===== src/rtl/seg7_scan_driver_if.sv =====
// Pin-side bundle for the 4-digit seven-segment scan driver.
// The master supplies the value/dp/enable requests; the slave (the driver)
// returns the active-low display pins and the frame tick.
interface seg7_scan_driver_if;
    logic [15:0] value;
    logic [3:0]  dp;
    logic [3:0]  digit_en;
    logic [7:0]  io_seg;
    logic [3:0]  io_sel;
    logic        scan_tick;

    modport master (
        output value,
        output dp,
        output digit_en,
        input  io_seg,
        input  io_sel,
        input  scan_tick
    );

    modport slave (
        input  value,
        input  dp,
        input  digit_en,
        output io_seg,
        output io_sel,
        output scan_tick
    );
endinterface


===== src/rtl/seg7_scan_driver.sv =====
// Time-multiplexed driver for a 4-digit common-select seven-segment display.
// Each digit owns a slot of 2^DIV_BITS cycles; the first BLANK_CYCLES of every
// slot keep all segments and selects off to avoid ghosting, then the digit's
// nibble, decimal point and enable are sampled once and held to slot end.
// All pin outputs are registered and active-low.
module seg7_scan_driver #(
    parameter int DIV_BITS     = 16,
    parameter int BLANK_CYCLES = 256
) (
    input  logic                clk,
    input  logic                rst_n,
    seg7_scan_driver_if.slave   bus
);

    localparam logic [DIV_BITS-1:0] CNT_MAX  = {DIV_BITS{1'b1}};
    localparam logic [DIV_BITS-1:0] CNT_ONE  = {{(DIV_BITS-1){1'b0}}, 1'b1};
    localparam logic [DIV_BITS-1:0] DRIVE_AT = DIV_BITS'(BLANK_CYCLES - 1);
    localparam logic [7:0]          SEG_OFF  = 8'hFF;
    localparam logic [3:0]          SEL_OFF  = 4'hF;

    logic [DIV_BITS-1:0] cnt_q, cnt_d;
    logic [1:0]          idx_q, idx_d;
    logic [7:0]          seg_q, seg_d;
    logic [3:0]          sel_q, sel_d;
    logic                tick_q, tick_d;
    logic [3:0]          nibble;

    // Active-low a..g pattern for one hex digit (bit0=a .. bit6=g).
    function automatic logic [6:0] hex7(input logic [3:0] h);
        logic [6:0] s;
        case (h)
            4'h0: s = 7'h40;
            4'h1: s = 7'h79;
            4'h2: s = 7'h24;
            4'h3: s = 7'h30;
            4'h4: s = 7'h19;
            4'h5: s = 7'h12;
            4'h6: s = 7'h02;
            4'h7: s = 7'h78;
            4'h8: s = 7'h00;
            4'h9: s = 7'h10;
            4'hA: s = 7'h08;
            4'hB: s = 7'h03;
            4'hC: s = 7'h46;
            4'hD: s = 7'h21;
            4'hE: s = 7'h06;
            default: s = 7'h0E;
        endcase
        return s;
    endfunction

    // Next-state: slot counter, digit index, blank/drive output updates and frame tick.
    always_comb begin
        cnt_d  = cnt_q + CNT_ONE;
        idx_d  = idx_q;
        seg_d  = seg_q;
        sel_d  = sel_q;
        tick_d = 1'b0;
        nibble = bus.value[{idx_q, 2'b00} +: 4];
        if (cnt_q == CNT_MAX) begin
            // Slot end: move to the next digit and start its blank window.
            idx_d  = idx_q + 2'd1;
            seg_d  = SEG_OFF;
            sel_d  = SEL_OFF;
            tick_d = (idx_q == 2'd3);
        end else if (cnt_q == DRIVE_AT) begin
            // Blank window over: sample this digit's request and hold it.
            if (bus.digit_en[idx_q]) begin
                seg_d = {~bus.dp[idx_q], hex7(nibble)};
                sel_d = ~(4'b0001 << idx_q);
            end else begin
                seg_d = SEG_OFF;
                sel_d = SEL_OFF;
            end
        end
    end

    // State and pin registers; reset aborts any slot in progress.
    always_ff @(posedge clk) begin
        if (!rst_n) begin
            cnt_q  <= '0;
            idx_q  <= 2'd0;
            seg_q  <= SEG_OFF;
            sel_q  <= SEL_OFF;
            tick_q <= 1'b0;
        end else begin
            cnt_q  <= cnt_d;
            idx_q  <= idx_d;
            seg_q  <= seg_d;
            sel_q  <= sel_d;
            tick_q <= tick_d;
        end
    end

    assign bus.io_seg    = seg_q;
    assign bus.io_sel    = sel_q;
    assign bus.scan_tick = tick_q;

endmodule


===== src/flat_wrapper.sv =====
// flat-port wrapper written by rule: the top's interface ports become plain ports
module seg7_scan_driver_flat 
#(
    parameter int DIV_BITS     = 16,
    parameter int BLANK_CYCLES = 256
)
  (clk, rst_n, bus_value, bus_dp, bus_digit_en, bus_io_seg, bus_io_sel, bus_scan_tick);
  seg7_scan_driver_if bus_i ();
  input  logic clk;
  input  logic rst_n;
  input wire logic [$bits(bus_i.value)-1:0] bus_value;
  input wire logic [$bits(bus_i.dp)-1:0] bus_dp;
  input wire logic [$bits(bus_i.digit_en)-1:0] bus_digit_en;
  output wire logic [$bits(bus_i.io_seg)-1:0] bus_io_seg;
  output wire logic [$bits(bus_i.io_sel)-1:0] bus_io_sel;
  output wire logic [$bits(bus_i.scan_tick)-1:0] bus_scan_tick;
  assign bus_i.value = bus_value;
  assign bus_i.dp = bus_dp;
  assign bus_i.digit_en = bus_digit_en;
  assign bus_io_seg = bus_i.io_seg;
  assign bus_io_sel = bus_i.io_sel;
  assign bus_scan_tick = bus_i.scan_tick;
  seg7_scan_driver #(.DIV_BITS(DIV_BITS), .BLANK_CYCLES(BLANK_CYCLES)) u_core (.clk(clk), .rst_n(rst_n), .bus(bus_i));
endmodule

===== config.mk =====
export PLATFORM = sky130hd
export DESIGN_NAME = seg7_scan_driver_flat
export DESIGN_NICKNAME = d
export VERILOG_FILES = /design/src/rtl/seg7_scan_driver_if.sv /design/src/rtl/seg7_scan_driver.sv /design/src/flat_wrapper.sv
export SDC_FILE = /design/constraint.sdc
export NUM_CORES = 1
export LEC_CHECK = 0
export ABC_CLOCK_PERIOD_IN_PS = 3000
export BUFFER_PORTS_ARGS = -buffer_cell sky130_fd_sc_hd__buf_2
export CORE_MARGIN = 8
export CORE_UTILIZATION = 45
export CTS_CLUSTER_DIAMETER = 120
export CTS_CLUSTER_SIZE = 8
export DETAILED_ROUTE_END_ITERATION = 10
export PLACE_DENSITY_LB_ADDON = 0.2
export SKIP_LAST_GASP = 1
export SLEW_MARGIN = 20
export SYNTH_ARGS = -nofsm -noshare
export SYNTH_HDL_FRONTEND = slang
export SYNTH_SLANG_ARGS = --single-unit

===== constraint.sdc =====
create_clock -name clk -period 3 [get_ports clk]
set_input_delay 0.45 -clock clk [delete_from_list [all_inputs] [get_ports clk]]
set_output_delay 0.45 -clock clk [all_outputs]
set_load 0.03 [all_outputs]

## Yosys cells after proc, flatten, opt, wreduce, memory -nomap -nowiden

Memory sizes are Yosys's and may differ from the RTL's.
Index checks and enable logic that the tools add are counted.

- Memories kept: 1
- Word-level logic and storage cells: 25
- Memory bits (writable): 0
- Register bits: 31
- Bits in read-only memories: 112
- Latch bits: 0

- Reduce and logical (&&, ||, !) cells: 2
- Shift operators: 2
- Add/subtract/negate cells: 2
- Divide/modulo/power cells: 0
- Bitwise logic cells: 3
- Equality and inequality tests: 3
- Multipliers: 0
- Order comparisons: 1
- Multiplexer cells: 6

Memory list:

| name | depth | bits a word | rd ports | clocked after Yosys merged registers in | write ports | RTL line | RTL |
|---|---|---|---|---|---|---|---|
| (name not given) | 16 | 7 | 1 | 0 | 0 | seg7_scan_driver.sv:31 | `case (h)` |

Operators with widths:

| cell | count |
|---|---|
| $add A16 B1 Y16 const B | 1 |
| $eq A16 B16 Y1 const B | 1 |
| $eq A16 B8 Y1 const B | 1 |
| $shiftx A16 B5 Y4 | 1 |
| $mux W8 | 1 |
| $bmux W1 S2 | 2 |
| $mux W4 | 1 |
| $not A4 Y4 | 1 |
| $shl A1 B2 Y4 const A | 1 |
| $lt A2 B3 Y1 const B | 1 |
| $add A2 B1 Y2 const B | 1 |
| $eq A2 B2 Y1 const B | 1 |
| $mux W1 | 2 |
| $not A1 Y1 | 2 |
| $reduce_and A2 Y1 | 1 |
| $reduce_or A2 Y1 | 1 |

## Depth between registers and ports, before layout

- Depth in word-level cells: 4
- Mapped depth: 9

## Worst setup path after synthesis

No wires, ideal clock.

- Path type: reg2reg
- Start: register u_core.idx_q[0]
- End: register u_core.seg_q[3], in the netlist u_core.bus.io_seg[3]
- Setup slack: 0.812 ns
- Stages on the path, launching flop included: 8
- Arrival time: 2.062 ns
- Setup time: 0.126 ns
- Data required time: 2.874 ns
- Path through: dfxtp_1 buf_2 mux4_2 ha_1 mux2_2 nand2_1 o2111ai_1 a21boi_1

- Longest elaborated chain between the ends: 3

RTL lines:

| what | RTL line | RTL |
|---|---|---|
| from (decl) | seg7_scan_driver.sv:22 | `logic [1:0] idx_q, idx_d;` |
| from (signal assigned) | seg7_scan_driver.sv:88 | `idx_q <= idx_d;` |
| $shiftx A16 B5 Y4 or $bmux W1 S2 (tied branches) | seg7_scan_driver.sv:59, seg7_scan_driver.sv:68 |  |
| $mem_v2 Z16 W7 or $mux W1 (tied branches) | n/a |  |
| $mux W8 * | seg7_scan_driver.sv:68 | `if (bus.digit_en[idx_q]) begin` |
| to (signal assigned) | seg7_scan_driver.sv:89 | `seg_q <= seg_d;` |
| to (decl) | seg7_scan_driver.sv:23 | `logic [7:0] seg_q, seg_d;` |

Mark *: on every way between the ends. The rest lies on a longest branch, timed or not. The select of a mux whose other input is x is not followed.
A chain may end at the register's enable or synchronous reset.

## Final worst setup path

Ends and elaborated chain as after synthesis.

==> impl_metrics.json <==
{
  "critPathCaptureType": "register",
  "die_area_um2": 6390,
  "fmax_mhz": 424,
  "cp-start-kind": "register",
  "cp.required_ns": 3.17,
  "status": "finished, final reports clean",
  "cts_root_buf": "clkbuf_8",
  "area_growth_pct": 18.8,
  "whs_path_depth": 1,
  "io_pins": 39,
  "cts_tree": "built",
  "vias": 1471,
  "use_met3_pct": 4.84,
  "die_h_um": 80.0,
  "grt.overflow.total": 0,
  "ys_seq_area_share_pct": 33.7,
  "syn_avg_cell_area_um2": 9.54,
  "slew_headroom_pct": 57.3,
  "grt_usage_pct": 13.3,
  "start_util_pct": 46.3,
  "holdPathEnd": "u_core.cnt_q[0]",
  "synth_edf_count": 0,
  "cts_setup_buffers": 0,
  "synthDistinctLibCells": 42,
  "grt_busiest_layer": "met2",
  "cts-htree-levels": 2,
  "first_global_vias": 1411,
  "ir_drop_uv": 220,
  "slew_violations": 0,
  "globalplace.congestion": 0.804,
  "final_antenna_net_count": 0,
  "drtIter0Drc": 96,
  "r2r_cells": 6,
  "drc": 0,
  "nNetsFinal": 269,
  "hold_path.class": "register to register",
  "drive_gt1_share_pct": 26.6,
  "period_share_pct": 78.6,
  "dpl.hpwl_um": 3080,
  "cts.clk_slew.worst_paths_ns": 0.07,
  "path_class": "register to register",
  "syn-num-nets": 230,
  "worst_clock_skew_ns": 0.0108,
  "setup_tns_ns": 0,
  "hold_violations": 0,
  "min_period_ns": 2.36,
  "use_met2_pct": 19.2,
  "via_per_inst": 5.20,
  "drtPass1Iterations": 4,
  "routed_wl_um": 4020,
  "grt_pass1_wl_um": 6710,
  "yosys_warnings": 0,
  "wl_per_cell_um": 14.2,
  "p_leak_uw": 0.000903,
  "ys.flop_type": "dfxtp_1",
  "syn-cell-area_um2": 1840,
  "max_slew.worst_pin.slew_ns": 0.640,
  "finalSetupViolCount": 0,
  "rsz0062_at_grt": "false",
  "antenna_found_initial": 0,
  "async_flop_share_pct": 0,
  "worstSetupStartpoint": "u_core.idx_q[0]",
  "clock-sinks": 31,
  "cts_buffers": 5,
  "dp_slack_ns": 0.655,
  "use_met1_pct": 17.4,
  "reg2reg_from": "u_core.idx_q[0]",
  "cp.arrival_ns": 2.53,
  "rows": 23,
  "cts_hold_buf": 0,
  "layout_setup_ws_ns": 0.641,
  "ys_ff_latch": 31,
  "num_antenna_cells": 0,
  "max-cap-violations": 0,
  "io_buffers": 38,
  "hp-start": "u_core.cnt_q[0]",
  "core-area_um2": 3970,
  "syn_inst": 193,
  "die_width_um": 80.0,
  "power_density_nw_per_um2": 422,
  "clockBufferDepth": 2,
  "reg2reg_setup_slack_ns": 0.64,
  "clk-insertion-delay-late_ns": 0.28,
  "path_max_fanout": 15,
  "grt_max_degree": 21,
  "r2r_end": "u_core.bus.io_seg[3]",
  "post_cts_resized": 0
}
## Yosys cell counts (2+ instances only)
library cell  instances  share of area [%]
o2bb2ai_1             5                2.4
xor2_1                9                4.3
nand2_1              15                3.1
o21ai_0               8                2.2
nand3_1               6                1.6
and3_1                3                1.0
o211a_1               2                1.1
o21ai_1               2               0.54
a211oi_1              2               0.82
or3_1                 4                1.4
inv_1                 8                1.6
a21oi_1               2               0.54
dfxtp_1              31                 34
o311a_1               2                1.1
nand4_1               3                1.0
and2_1               13                4.4
clkbuf_1              3               0.61
o311ai_0              2               0.95
nor2b_1               7                2.4
nor3b_1               2               0.82
a21boi_0              2               0.82
and4_1                2               0.95
mux2_2                3                1.8
xnor2_1               8                3.8
nor2_1               13                2.7
buf_2                 4                1.1
mux4_2                7                8.6
ha_1                 11                7.5
## final cells by class
class                      count  area, um2
clock buffer                   6       82.6
inverter                       8       30.0
multi-input combinational    146       1150
sequential                    31        621
timing repair buffer          40        205
fill                         372       1780
clock inverter                 2       35.0
tap                           50       62.6
## layout by cell type (no fill, tap or decap), types with 2 or more instances in the layout
cell type  count
a211oi_1       2
a21boi_0       2
a21oi_1        2
and2_1        13
and3_1         3
and4_1         2
buf_2         38
buf_4          2
clkbuf_8       6
dfxtp_1       31
ha_1          11
inv_1          8
mux2_2         3
mux4_2         7
nand2_1       15
nand3_1        6
nand4_1        3
nor2_1        13
nor2b_1        7
nor3b_1        2
o211a_1        2
o21ai_0        8
o21ai_1        2
o2bb2ai_1      5
o311a_1        2
o311ai_0       2
or3_1          4
xnor2_1        8
xor2_1         9
## critical path: stages, from the launching register on
cell and delay, ns:
dfxtp_1 0.73, mux4_2 0.66, ha_1 0.27, mux2_2 0.27, nand2_1 0.07, o2111ai_1 0.10
a21boi_1 0.15
## layer usage
layer	vias up	wire (um)
met5	-	0
met4	0	25
met3	2	250
met2	30	1770
met1	673	1970
li1	766	-
## cell families after synthesis
| family | count (synthesis) | synth area share (%) |
|---|---|---|
| AO/OA/AOI/OAI | 33 | 13.2 |
| adder cells (fa/ha/maj) | 11 | 7.48 |
| flip-flops | 31 | 33.7 |
| XOR/XNOR | 17 | 8.09 |
| AND/OR/NAND/NOR | 74 | 22.8 |
| multiplexers | 11 | 10.9 |
| buffers and inverters | 16 | 3.74 |
## where the power goes
part	internal, uW	total, uW	switching [uW]	leakage, uW
clock	269	430	161	0.0000612
combinational	38.3	76.4	38.1	0.000592
sequential	415	418	2.75	0.000251
## state kept, by name (all words and copies together) (netlist names)
name,count
u_core.bus.scan_tick,1
u_core.cnt_q,16
u_core.bus.io_seg,8
u_core.bus.io_sel,4
u_core.idx_q,2
## metrics by stage
stage / cells / cell area, um2 / power, uW / util [%] / hold slack (ns)
6_report: 283 / 2190 / 924 / 55.1 / 0.444
5_1_grt: 283 / 2190 / 966 / 55.1 / 0.472
4_1_cts: 283 / 2190 / 935 / 55.1 / 0.449
3_5_place_dp: 275 / 2070 / 503 / 52.1 / 0.440
3_3_place_gp: 275 / 2070 / 503 / 52.1 / 0.441
2_1_floorplan: 193 / 1840 / 472 / - / 0.421
## how the worst max path moves through the flow
stage                                      end  slack [ns]  cells after the start
after floorplan           u_core.bus.io_seg[3]        0.81                      7
after global placement    u_core.bus.io_seg[1]        0.70                      6
after detailed placement  u_core.bus.io_seg[4]        0.65                      8
after CTS                 u_core.bus.io_seg[4]        0.63                      8
after global routing      u_core.bus.io_seg[4]        0.42                      8
final                     u_core.bus.io_seg[3]        0.64                      6
Power figures use the tool's default switching activity.
